<file path="src/rtl/core_pkg.sv">
// Core-wide constants and helpers shared by fetch, decode and the hazard logic.
package core_pkg;

    localparam int unsigned XLEN      = 32;
    localparam int unsigned ILEN      = 32;
    localparam int unsigned CNT_W     = 32;
    localparam logic [31:0] RESET_PC  = 32'h0000_0000;
    localparam logic [31:0] NOP_INSTR = 32'h0000_0013;  // addi x0,x0,0

    // Increment that sticks at all-ones instead of wrapping.
    function automatic logic [CNT_W-1:0] sat_inc(input logic [CNT_W-1:0] value);
        return (&value) ? value : value + CNT_W'(1);
    endfunction

endpackage

</file>
<file path="src/rtl/if_id_reg.sv">
// IF/ID pipeline register with flush-over-stall priority and bubble insertion.
// Ports:
//   clk, rst            clock, async active-high reset
//   stall, flush        hold contents / replace contents with a bubble
//   instr_f, pc_f,
//   pc_plus4_f          fetch-side values captured on a normal edge
//   instr_d, pc_d,
//   pc_plus4_d, valid_d decode-side registered outputs
module if_id_reg
    import core_pkg::*;
#(
    parameter int unsigned XLEN      = core_pkg::XLEN,
    parameter logic [31:0] NOP_INSTR = core_pkg::NOP_INSTR
) (
    input  logic            clk,
    input  logic            rst,
    input  logic            stall,
    input  logic            flush,
    input  logic [31:0]     instr_f,
    input  logic [XLEN-1:0] pc_f,
    input  logic [XLEN-1:0] pc_plus4_f,
    output logic [31:0]     instr_d,
    output logic [XLEN-1:0] pc_d,
    output logic [XLEN-1:0] pc_plus4_d,
    output logic            valid_d
);

    // A bubble carries a NOP with zeroed PCs so nothing downstream mistakes it
    // for a real instruction; flush is checked before stall.
    always_ff @(posedge clk or posedge rst) begin
        if (rst) begin
            instr_d    <= NOP_INSTR;
            pc_d       <= '0;
            pc_plus4_d <= '0;
            valid_d    <= 1'b0;
        end else if (flush) begin
            instr_d    <= NOP_INSTR;
            pc_d       <= '0;
            pc_plus4_d <= '0;
            valid_d    <= 1'b0;
        end else if (!stall) begin
            instr_d    <= instr_f;
            pc_d       <= pc_f;
            pc_plus4_d <= pc_plus4_f;
            valid_d    <= 1'b1;
        end
    end

endmodule

</file>
<file path="src/rtl/fetch_stage.sv">
// Instruction-fetch stage: PC register, next-PC select, IF/ID register,
// sticky misaligned-redirect flag and saturating stall/flush counters.
// Ports:
//   clk, rst              clock, async active-high reset
//   StallF, StallD,
//   FlushD                hazard-unit controls
//   PCSrcE, PCTargetE     redirect request and target from execute
//   PCF                   fetch address to instruction memory
//   InstrF                combinational instruction-memory read data
//   InstrD, PCD,
//   PCPlus4D, ValidD      decode-stage instruction and PCs
//   MisalignErr           sticky: redirect to a non word-aligned target seen
//   StallCount,
//   FlushCount            saturating performance counters
module fetch_stage
    import core_pkg::*;
#(
    parameter int unsigned      XLEN      = core_pkg::XLEN,
    parameter logic [XLEN-1:0]  RESET_PC  = XLEN'(core_pkg::RESET_PC),
    parameter logic [31:0]      NOP_INSTR = core_pkg::NOP_INSTR
) (
    input  logic            clk,
    input  logic            rst,
    input  logic            StallF,
    input  logic            StallD,
    input  logic            FlushD,
    input  logic            PCSrcE,
    input  logic [XLEN-1:0] PCTargetE,
    output logic [XLEN-1:0] PCF,
    input  logic [31:0]     InstrF,
    output logic [31:0]     InstrD,
    output logic [XLEN-1:0] PCD,
    output logic [XLEN-1:0] PCPlus4D,
    output logic            ValidD,
    output logic            MisalignErr,
    output logic [31:0]     StallCount,
    output logic [31:0]     FlushCount
);

    logic [XLEN-1:0] pc_plus4_f;
    logic [XLEN-1:0] pc_next;
    logic            stall_event;
    logic            misalign_event;

    // Sequential address wraps silently at the top of the address space.
    assign pc_plus4_f = PCF + XLEN'(4);

    // Redirect beats stall so a resolved taken branch is never dropped.
    always_comb begin
        pc_next = pc_plus4_f;
        if (PCSrcE) begin
            pc_next = PCTargetE;
        end else if (StallF) begin
            pc_next = PCF;
        end
    end

    // A stall cycle only counts when the PC really held (no redirect).
    assign stall_event    = StallF & ~PCSrcE;
    assign misalign_event = PCSrcE & (PCTargetE[1:0] != 2'b00);

    // PC register.
    always_ff @(posedge clk or posedge rst) begin
        if (rst) begin
            PCF <= RESET_PC;
        end else begin
            PCF <= pc_next;
        end
    end

    // Sticky misaligned-target flag; the target itself is used unmodified.
    always_ff @(posedge clk or posedge rst) begin
        if (rst) begin
            MisalignErr <= 1'b0;
        end else if (misalign_event) begin
            MisalignErr <= 1'b1;
        end
    end

    // Saturating performance counters.
    always_ff @(posedge clk or posedge rst) begin
        if (rst) begin
            StallCount <= '0;
            FlushCount <= '0;
        end else begin
            if (stall_event) begin
                StallCount <= sat_inc(StallCount);
            end
            if (FlushD) begin
                FlushCount <= sat_inc(FlushCount);
            end
        end
    end

    if_id_reg #(
        .XLEN      (XLEN),
        .NOP_INSTR (NOP_INSTR)
    ) u_if_id_reg (
        .clk        (clk),
        .rst        (rst),
        .stall      (StallD),
        .flush      (FlushD),
        .instr_f    (InstrF),
        .pc_f       (PCF),
        .pc_plus4_f (pc_plus4_f),
        .instr_d    (InstrD),
        .pc_d       (PCD),
        .pc_plus4_d (PCPlus4D),
        .valid_d    (ValidD)
    );

endmodule

</file>
<file path="config.mk">
export PLATFORM = sky130hd
export DESIGN_NAME = fetch_stage
export DESIGN_NICKNAME = d
export VERILOG_FILES = /design/src/rtl/core_pkg.sv /design/src/rtl/if_id_reg.sv /design/src/rtl/fetch_stage.sv
export SDC_FILE = /design/constraint.sdc
export NUM_CORES = 1
export LEC_CHECK = 0
export CAP_MARGIN = 20
export CORE_ASPECT_RATIO = 1.5
export CORE_MARGIN = 8
export CORE_UTILIZATION = 50
export DETAILED_ROUTE_END_ITERATION = 8
export PLACE_DENSITY_LB_ADDON = 0.25
export SKIP_LAST_GASP = 1
export SYNTH_ARGS = -nofsm -noshare
export SYNTH_HDL_FRONTEND = slang
export SYNTH_SLANG_ARGS = --single-unit
</file>
<file path="constraint.sdc">
create_clock -name clk -period 10.65 [get_ports clk]
set_input_delay 1.5975 -clock clk [delete_from_list [all_inputs] [get_ports clk]]
set_output_delay 1.5975 -clock clk [all_outputs]
set_load 0.05 [all_outputs]
</file>
==> results.py, run 1 <==
metrics = {
    "outcome": {
        "status": "completed",
    },
    "detailed_routing": {
        "totalWireLength_um": 25300,
        "drc": 0,
        "wl_per_cell_um": 18.9,
        "postRouteAntennaNets": 0,
        "vias": 7198,
        "vias_per_cell": 5.38,
        "drt_first_pass_iters": 5,
        "drt_iter0_markers": 488,
    },
    "critical_path": {
        "worst_path_max_delay_cell": "clkdlybuf4s50_1",
        "critPathKind": "flip-flop to output port",
        "critPathCaptureType": "output port",
        "required_ns": 9.05,
        "r2r_setup_slack_ns": 8.05,
        "critPathLaunchType": "flip-flop",
        "cp.buffers_inverters": 1,
        "crit_family": "buffers and inverters",
        "worstPathArrival_ns": 1.93,
        "crit_chain": "clkdlybuf4s50_1",
        "crit_fanout": 11,
        "crit_path_max_incr_delay_ns": 0.93,
    },
    "logic_synthesis": {
        "synthSimpleGateAreaFrac_pct": 19.2,
        "syn_area_per_cell_um2": 10.3,
        "synthesis.nets": 947,
        "synth-edff-count": 0,
        "synth_cell_type_count": 52,
        "synthMuxAreaShare_pct": 7.92,
        "synth_top_family_by_area": "simple AND/OR/NAND/NOR gates",
        "synth_warnings": 0,
        "synth_fa_ha_area_share_pct": 0.415,
        "synth-xor-area-share_pct": 11.3,
        "ys.flop_type": "dfrtp_1",
        "seq_area_frac_synth_pct": 53.2,
        "postSynthCellCount": 874,
        "async_reset_ff_share_pct": 100,
        "synth-compound-area-share_pct": 4.65,
        "syn_area_mm2": 0.00904,
        "ys_seq_elements": 192,
    },
    "timing": {
        "slew_violations": 0,
        "setup_viol": 0,
        "worst_pin_slew_ns": 1.09,
        "whs_ns": 0.466,
        "finalCritPeriodShare_pct": 33.1,
        "hold_viol": 0,
        "rsz0062_at_grt": "no",
        "max_freq_mhz": 284,
        "clock_skew_ns": 0.00906,
        "slew-limit-headroom_pct": 27.2,
        "period_needed_ns": 3.53,
        "setup-tns-final_ns": 0,
    },
    "power": {
        "max-vdd-ir-drop_mv": 0.164,
        "power_density_mw_per_mm2": 162,
        "p_leak_uw": 0.00533,
    },
    "global_routing": {
        "grt_pass1_vias": 7259,
        "antenna_found_initial": 0,
        "grt_max_degree": 121,
        "overflow": 0,
        "grt_pass1_wl_um": 40700,
        "grt.total_usage_pct": 22.4,
    },
    "final_layout": {
        "drive_gt1_share_pct": 5.97,
        "post-route-util_pct": 68.9,
        "syn2layout_area_growth_pct": 36.2,
        "diodes": 0,
        "nNetsFinal": 1182,
    },
    "clocking": {
        "cts-buffers-inserted": 17,
        "post-cts-setup-buffers": 0,
        "clk_latency_ns": 0.43,
        "cts_tree": "built",
        "cts.hold.buffers_added": 0,
        "clock_sinks": 192,
        "cts_buffer_depth": 2,
        "htree_num_levels": 4,
        "post_cts_resized": 0,
        "clkTransAtPathRegs_ns": 0.07,
        "clock-root-buffer": "clkbuf_16",
    },
    "placed_design": {
        "dp_hpwl_um": 18300,
        "globalplace.congestion": 0.841,
        "place.port_buffers": 263,
    },
    "floorplanning": {
        "core_mm2": 0.0179,
        "start_util_pct": 50.6,
        "die_h_um": 181,
        "dieWidth_um": 126,
        "dieArea_mm2": 0.0227,
        "ioPinCount": 264,
        "rows": 60,
    },
    "hold_path": {
        "hp-class": "flip-flop to flip-flop",
    },
    "flow_run": {
        "max_cap_viol_count": 0,
    },
}
[cells in the mapped netlist (all sizes together) (2+ instances only)]
cell	instances	share of area, %
dfrtp	189	52
nor2	117	4.9
nand2	85	3.5
mux2i	67	7.4
xor2	64	6.2
xnor2	53	5.1
nand3	45	2.7
nand4	37	2.6
o21ai	31	1.8
buf	27	1.5
clkbuf	25	1.2
nor3	23	1.4
a211oi	17	1.4
inv	14	0.58
and3	13	0.91
nor4	12	0.97
a21oi	9	0.50
and4	6	0.61
and2	5	0.35
nor2b	5	0.35
mux2	4	0.50
dfstp	3	0.87
ha	3	0.42
or2	3	0.21
a31oi	2	0.14
nand4b	2	0.19
[cells by family after synthesis]
family,count (synthesis)
xor gates and xnor gates,117
and+or+nand+nor,359
buffers and inverters,66
AOI/OAI and AO/OA,66
DFF,192
adders and majority gates,3
muxes,71
[path summary, 6_finish.rpt]
check	startpoint	depth (start not counted)	end
max in group asynchronous	rst	3	u_if_id_reg.instr_d[23]
min reg2reg	MisalignErr	1	MisalignErr
max reg2reg	PCF[12]	5	u_if_id_reg.pc_plus4_d[22]
max	PCF[18]	1	PCF[18]
min	MisalignErr	1	MisalignErr
min in group asynchronous	rst	2	StallCount[14]
[through the flow]
stage / total power, µW / worst slack [ns] / instances / instance area [µm²]
after floorplan: 1200 / 3.83 / 874 / 9040
after global placement: 1380 / 6.35 / 1306 / 11700
after detailed placement: 1390 / 6.71 / 1307 / 11700
after CTS: 2020 / 7.11 / 1339 / 12300
after global routing: 2080 / 7.01 / 1339 / 12300
final: 2000 / 7.12 / 1339 / 12300
[power by group]
group          internal (µW)  leakage [µW]  total [µW]  switching (µW)
sequential               787       0.00250         861            74.0
clock                    341      0.000272         631             291
combinational            180       0.00256         508             328
total                   1310       0.00533        2000             693
[routing by layer]
layer	track usage (%)	part of all wire, %	vias up
met2	39.1	50	209
met3	7.57	7.0	28
met4	6.72	1.9	0
met5	0	0	-
li1	-	-	3452
met1	25.3	41	3509
[cells in the final DEF (no fill, tap or decap), types with 2 or more instances in the layout]
cell               n
a211oi_1          17
a21oi_1            9
a31oi_1            2
and2_1             5
and3_1            12
and4_1             4
and4_2             2
buf_4              7
clkbuf_16         17
clkbuf_8           2
clkdlybuf4s50_1  260
clkinv_4           2
clkinvlp_4         4
dfrtp_1          189
dfstp_2            3
ha_1               3
inv_1             12
inv_6              4
inv_8              2
mux2_2             4
mux2i_1           67
nand2_1           85
nand3_1           42
nand3_2            3
nand4_1           37
nand4b_1           2
nor2_1           116
nor2b_1            5
nor3_1            20
nor3_2             3
nor4_1            10
nor4_2             2
o21ai_0           30
or2_2              3
xnor2_1           53
xor2_1            64
[sequential cells by signal, summed over array words and instances, names as in the netlist]
signal / flops
FlushCount: 32
MisalignErr: 1
PCF: 32
StallCount: 32
u_if_id_reg.instr_d: 32
u_if_id_reg.pc_d: 30
u_if_id_reg.pc_plus4_d: 32
u_if_id_reg.valid_d: 1
[final cells by class]
type | instances | area (µm²)
clock buffers | 20 | 457
repair buffers | 268 | 2660
flip-flops and latches | 192 | 4810
well taps | 217 | 272
clock inverters | 12 | 124
multi-input cells | 616 | 3940
inverters | 14 | 60.1
fillers | 1465 | 5550
Power figures use the tool's default switching activity.
==> run 2, diff against run 1 <==
- CORE_UTILIZATION: 50 -> 48
- clock period: 10.65 -> 3.37 ns (I/O delays scaled with it)
==> run 2 against run 1 <==
Against the previous run:
- setup slack got worse by 6.2 ns
- via count increased by 0.63%
- power increased to 3.2 times the previous value
- final area increased by 1.1%
- sequential share of layout area decreased by 0.43 points
- utilization decreased by 1.8 points
- die area increased by 3.7%
- flip-flop and latch count unchanged
- critical path depth unchanged
- critical endpoint unchanged
==> results.py, run 2 (synthesized netlist as in run 1, its figures left out) <==
metrics = {
    "timing": {
        "rsz0062_at_grt": "no",
        "worst_pin_slew_ns": 0.996,
        "slew_violations": 0,
        "finalCritPeriodShare_pct": 71.9,
        "setup_viol": 0,
        "clock_skew_ns": 0.00650,
        "setup-tns-final_ns": 0,
        "max_freq_mhz": 413,
        "period_needed_ns": 2.42,
        "hold_viol": 0,
        "slew-limit-headroom_pct": 33.6,
    },
    "critical_path": {
        "critPathLaunchType": "flip-flop",
        "crit_fanout": 11,
        "crit_end": "PCF[18]",
        "cp.buffers_inverters": 1,
        "crit_chain": "clkdlybuf4s50_1",
        "crit_family": "buffers and inverters",
        "crit_path_max_incr_delay_ns": 0.93,
        "reg2reg_to": "u_if_id_reg.pc_plus4_d[31]",
        "worst_path_max_delay_cell": "clkdlybuf4s50_1",
        "required_ns": 2.86,
        "worstPathArrival_ns": 1.92,
        "r2r-start": "PCF[12]",
        "cp_num_cells": 1,
        "r2r_setup_slack_ns": 1.00,
        "r2r_cells": 5,
        "critPathCaptureType": "output port",
        "startpoint": "PCF[18]",
        "critPathKind": "flip-flop to output port",
    },
    "placed_design": {
        "globalplace.congestion": 0.827,
        "dp_hpwl_um": 18900,
        "place.port_buffers": 263,
    },
    "detailed_routing": {
        "postRouteAntennaNets": 0,
        "wl_per_cell_um": 18.6,
        "drt_first_pass_iters": 5,
        "drt_iter0_markers": 500,
        "vias": 7243,
        "totalWireLength_um": 25700,
        "vias_per_cell": 5.24,
        "drc": 0,
    },
    "floorplanning": {
        "core_mm2": 0.0185,
        "start_util_pct": 48.7,
        "ioPinCount": 264,
        "dieWidth_um": 128,
        "die_h_um": 184,
        "rows": 61,
        "dieArea_mm2": 0.0236,
    },
    "power": {
        "max-vdd-ir-drop_mv": 0.676,
        "power_density_mw_per_mm2": 516,
        "p_leak_uw": 0.00538,
    },
    "outcome": {
        "status": "completed",
    },
    "clocking": {
        "cts-buffers-inserted": 17,
        "clk_latency_ns": 0.43,
        "htree_num_levels": 4,
        "cts.hold.buffers_added": 0,
        "clock_sinks": 192,
        "cts_buffer_depth": 2,
        "clkTransAtPathRegs_ns": 0.07,
        "post-cts-setup-buffers": 0,
        "cts_tree": "built",
        "post_cts_resized": 0,
        "clock-root-buffer": "clkbuf_16",
    },
    "global_routing": {
        "grt.total_usage_pct": 22.2,
        "antenna_found_initial": 1,
        "overflow": 0,
        "grt_pass1_vias": 7379,
        "grt_max_degree": 90,
        "grt_pass1_wl_um": 41000,
    },
    "final_layout": {
        "post-route-util_pct": 67.1,
        "final_common_cell": "clkdlybuf4s50_1",
        "nFillCells": 1523,
        "layout_common_cells": "clkdlybuf4s50_1 (260), dfrtp_1 (189), nor2_1 (116)",
        "nNetsFinal": 1190,
        "syn2layout_area_growth_pct": 37.7,
        "drive_gt1_share_pct": 6.55,
    },
    "flow_run": {
        "max_cap_viol_count": 0,
    },
    "hold_path": {
        "hp-class": "primary input to async pin",
    },
}
## run 2: cell types whose count changed in the layout (fill, tap and decap cells not counted)
cell,previous run,this run
diode_2,0,1
bufinv_16,1,3
clkinvlp_4,4,5
inv_6,4,2
inv_8,2,0
buf_4,7,15
clkbuf_1,1,2
## run 2: where the power goes
| part | leakage [µW] | total (µW) | internal [µW] | switching [µW] |
|---|---|---|---|---|
| Combinational | 0.00259 | 1600 | 572 | 1030 |
| Sequential | 0.00250 | 2720 | 2490 | 232 |
| Clock | 0.000287 | 2100 | 1220 | 881 |
## run 2: area by class of cell
cell class | count | area (µm²) | area share [%]
sequential | 192 | 4810 | 38.6
multi-input combinational | 616 | 3940 | 31.6
timing repair buffer | 276 | 2720 | 21.8
clock buffer | 21 | 460 | 3.70
tap | 252 | 315 | 2.53
clock inverter | 11 | 155 | 1.25
inverter | 14 | 56.3 | 0.452
antenna | 1 | 2.50 | 0.0201
## run 2: worst min-delay path by stage
stage,slack [ns],startpoint,endpoint
2_1_floorplan,0.62,PCTargetE[30],PCF[30]
5_1_grt,0.38,rst,u_if_id_reg.pc_d[12]
3_3_place_gp,0.45,MisalignErr,MisalignErr
3_5_place_dp,0.46,MisalignErr,MisalignErr
4_1_cts,0.36,rst,u_if_id_reg.pc_d[12]
6_report,0.37,rst,u_if_id_reg.pc_d[12]
## run 2: routing by layer
metal	track usage [%]	vias up	part of all wire, %	wire, µm
met4	7.64	0	2.3	586
met2	38.1	211	52	13300
li1	-	3457	-	-
met3	6.94	27	7.3	1890
met5	0	-	0	0
met1	25.5	3548	39	9970
## run 2: stage by stage
step | hold slack [ns] | worst slack [ns] | std cells | power, µW | cell area (µm²)
final | 0.367 | 0.948 | 1383 | 6420 | 12500
after global placement | 0.451 | 0.840 | 1350 | 4360 | 11800
after CTS | 0.358 | 0.935 | 1382 | 6490 | 12500
after global routing | 0.377 | 0.756 | 1383 | 6680 | 12500
after floorplan | 0.622 | 0.391 | 874 | 3780 | 9040
after detailed placement | 0.459 | 0.766 | 1350 | 4390 | 11800
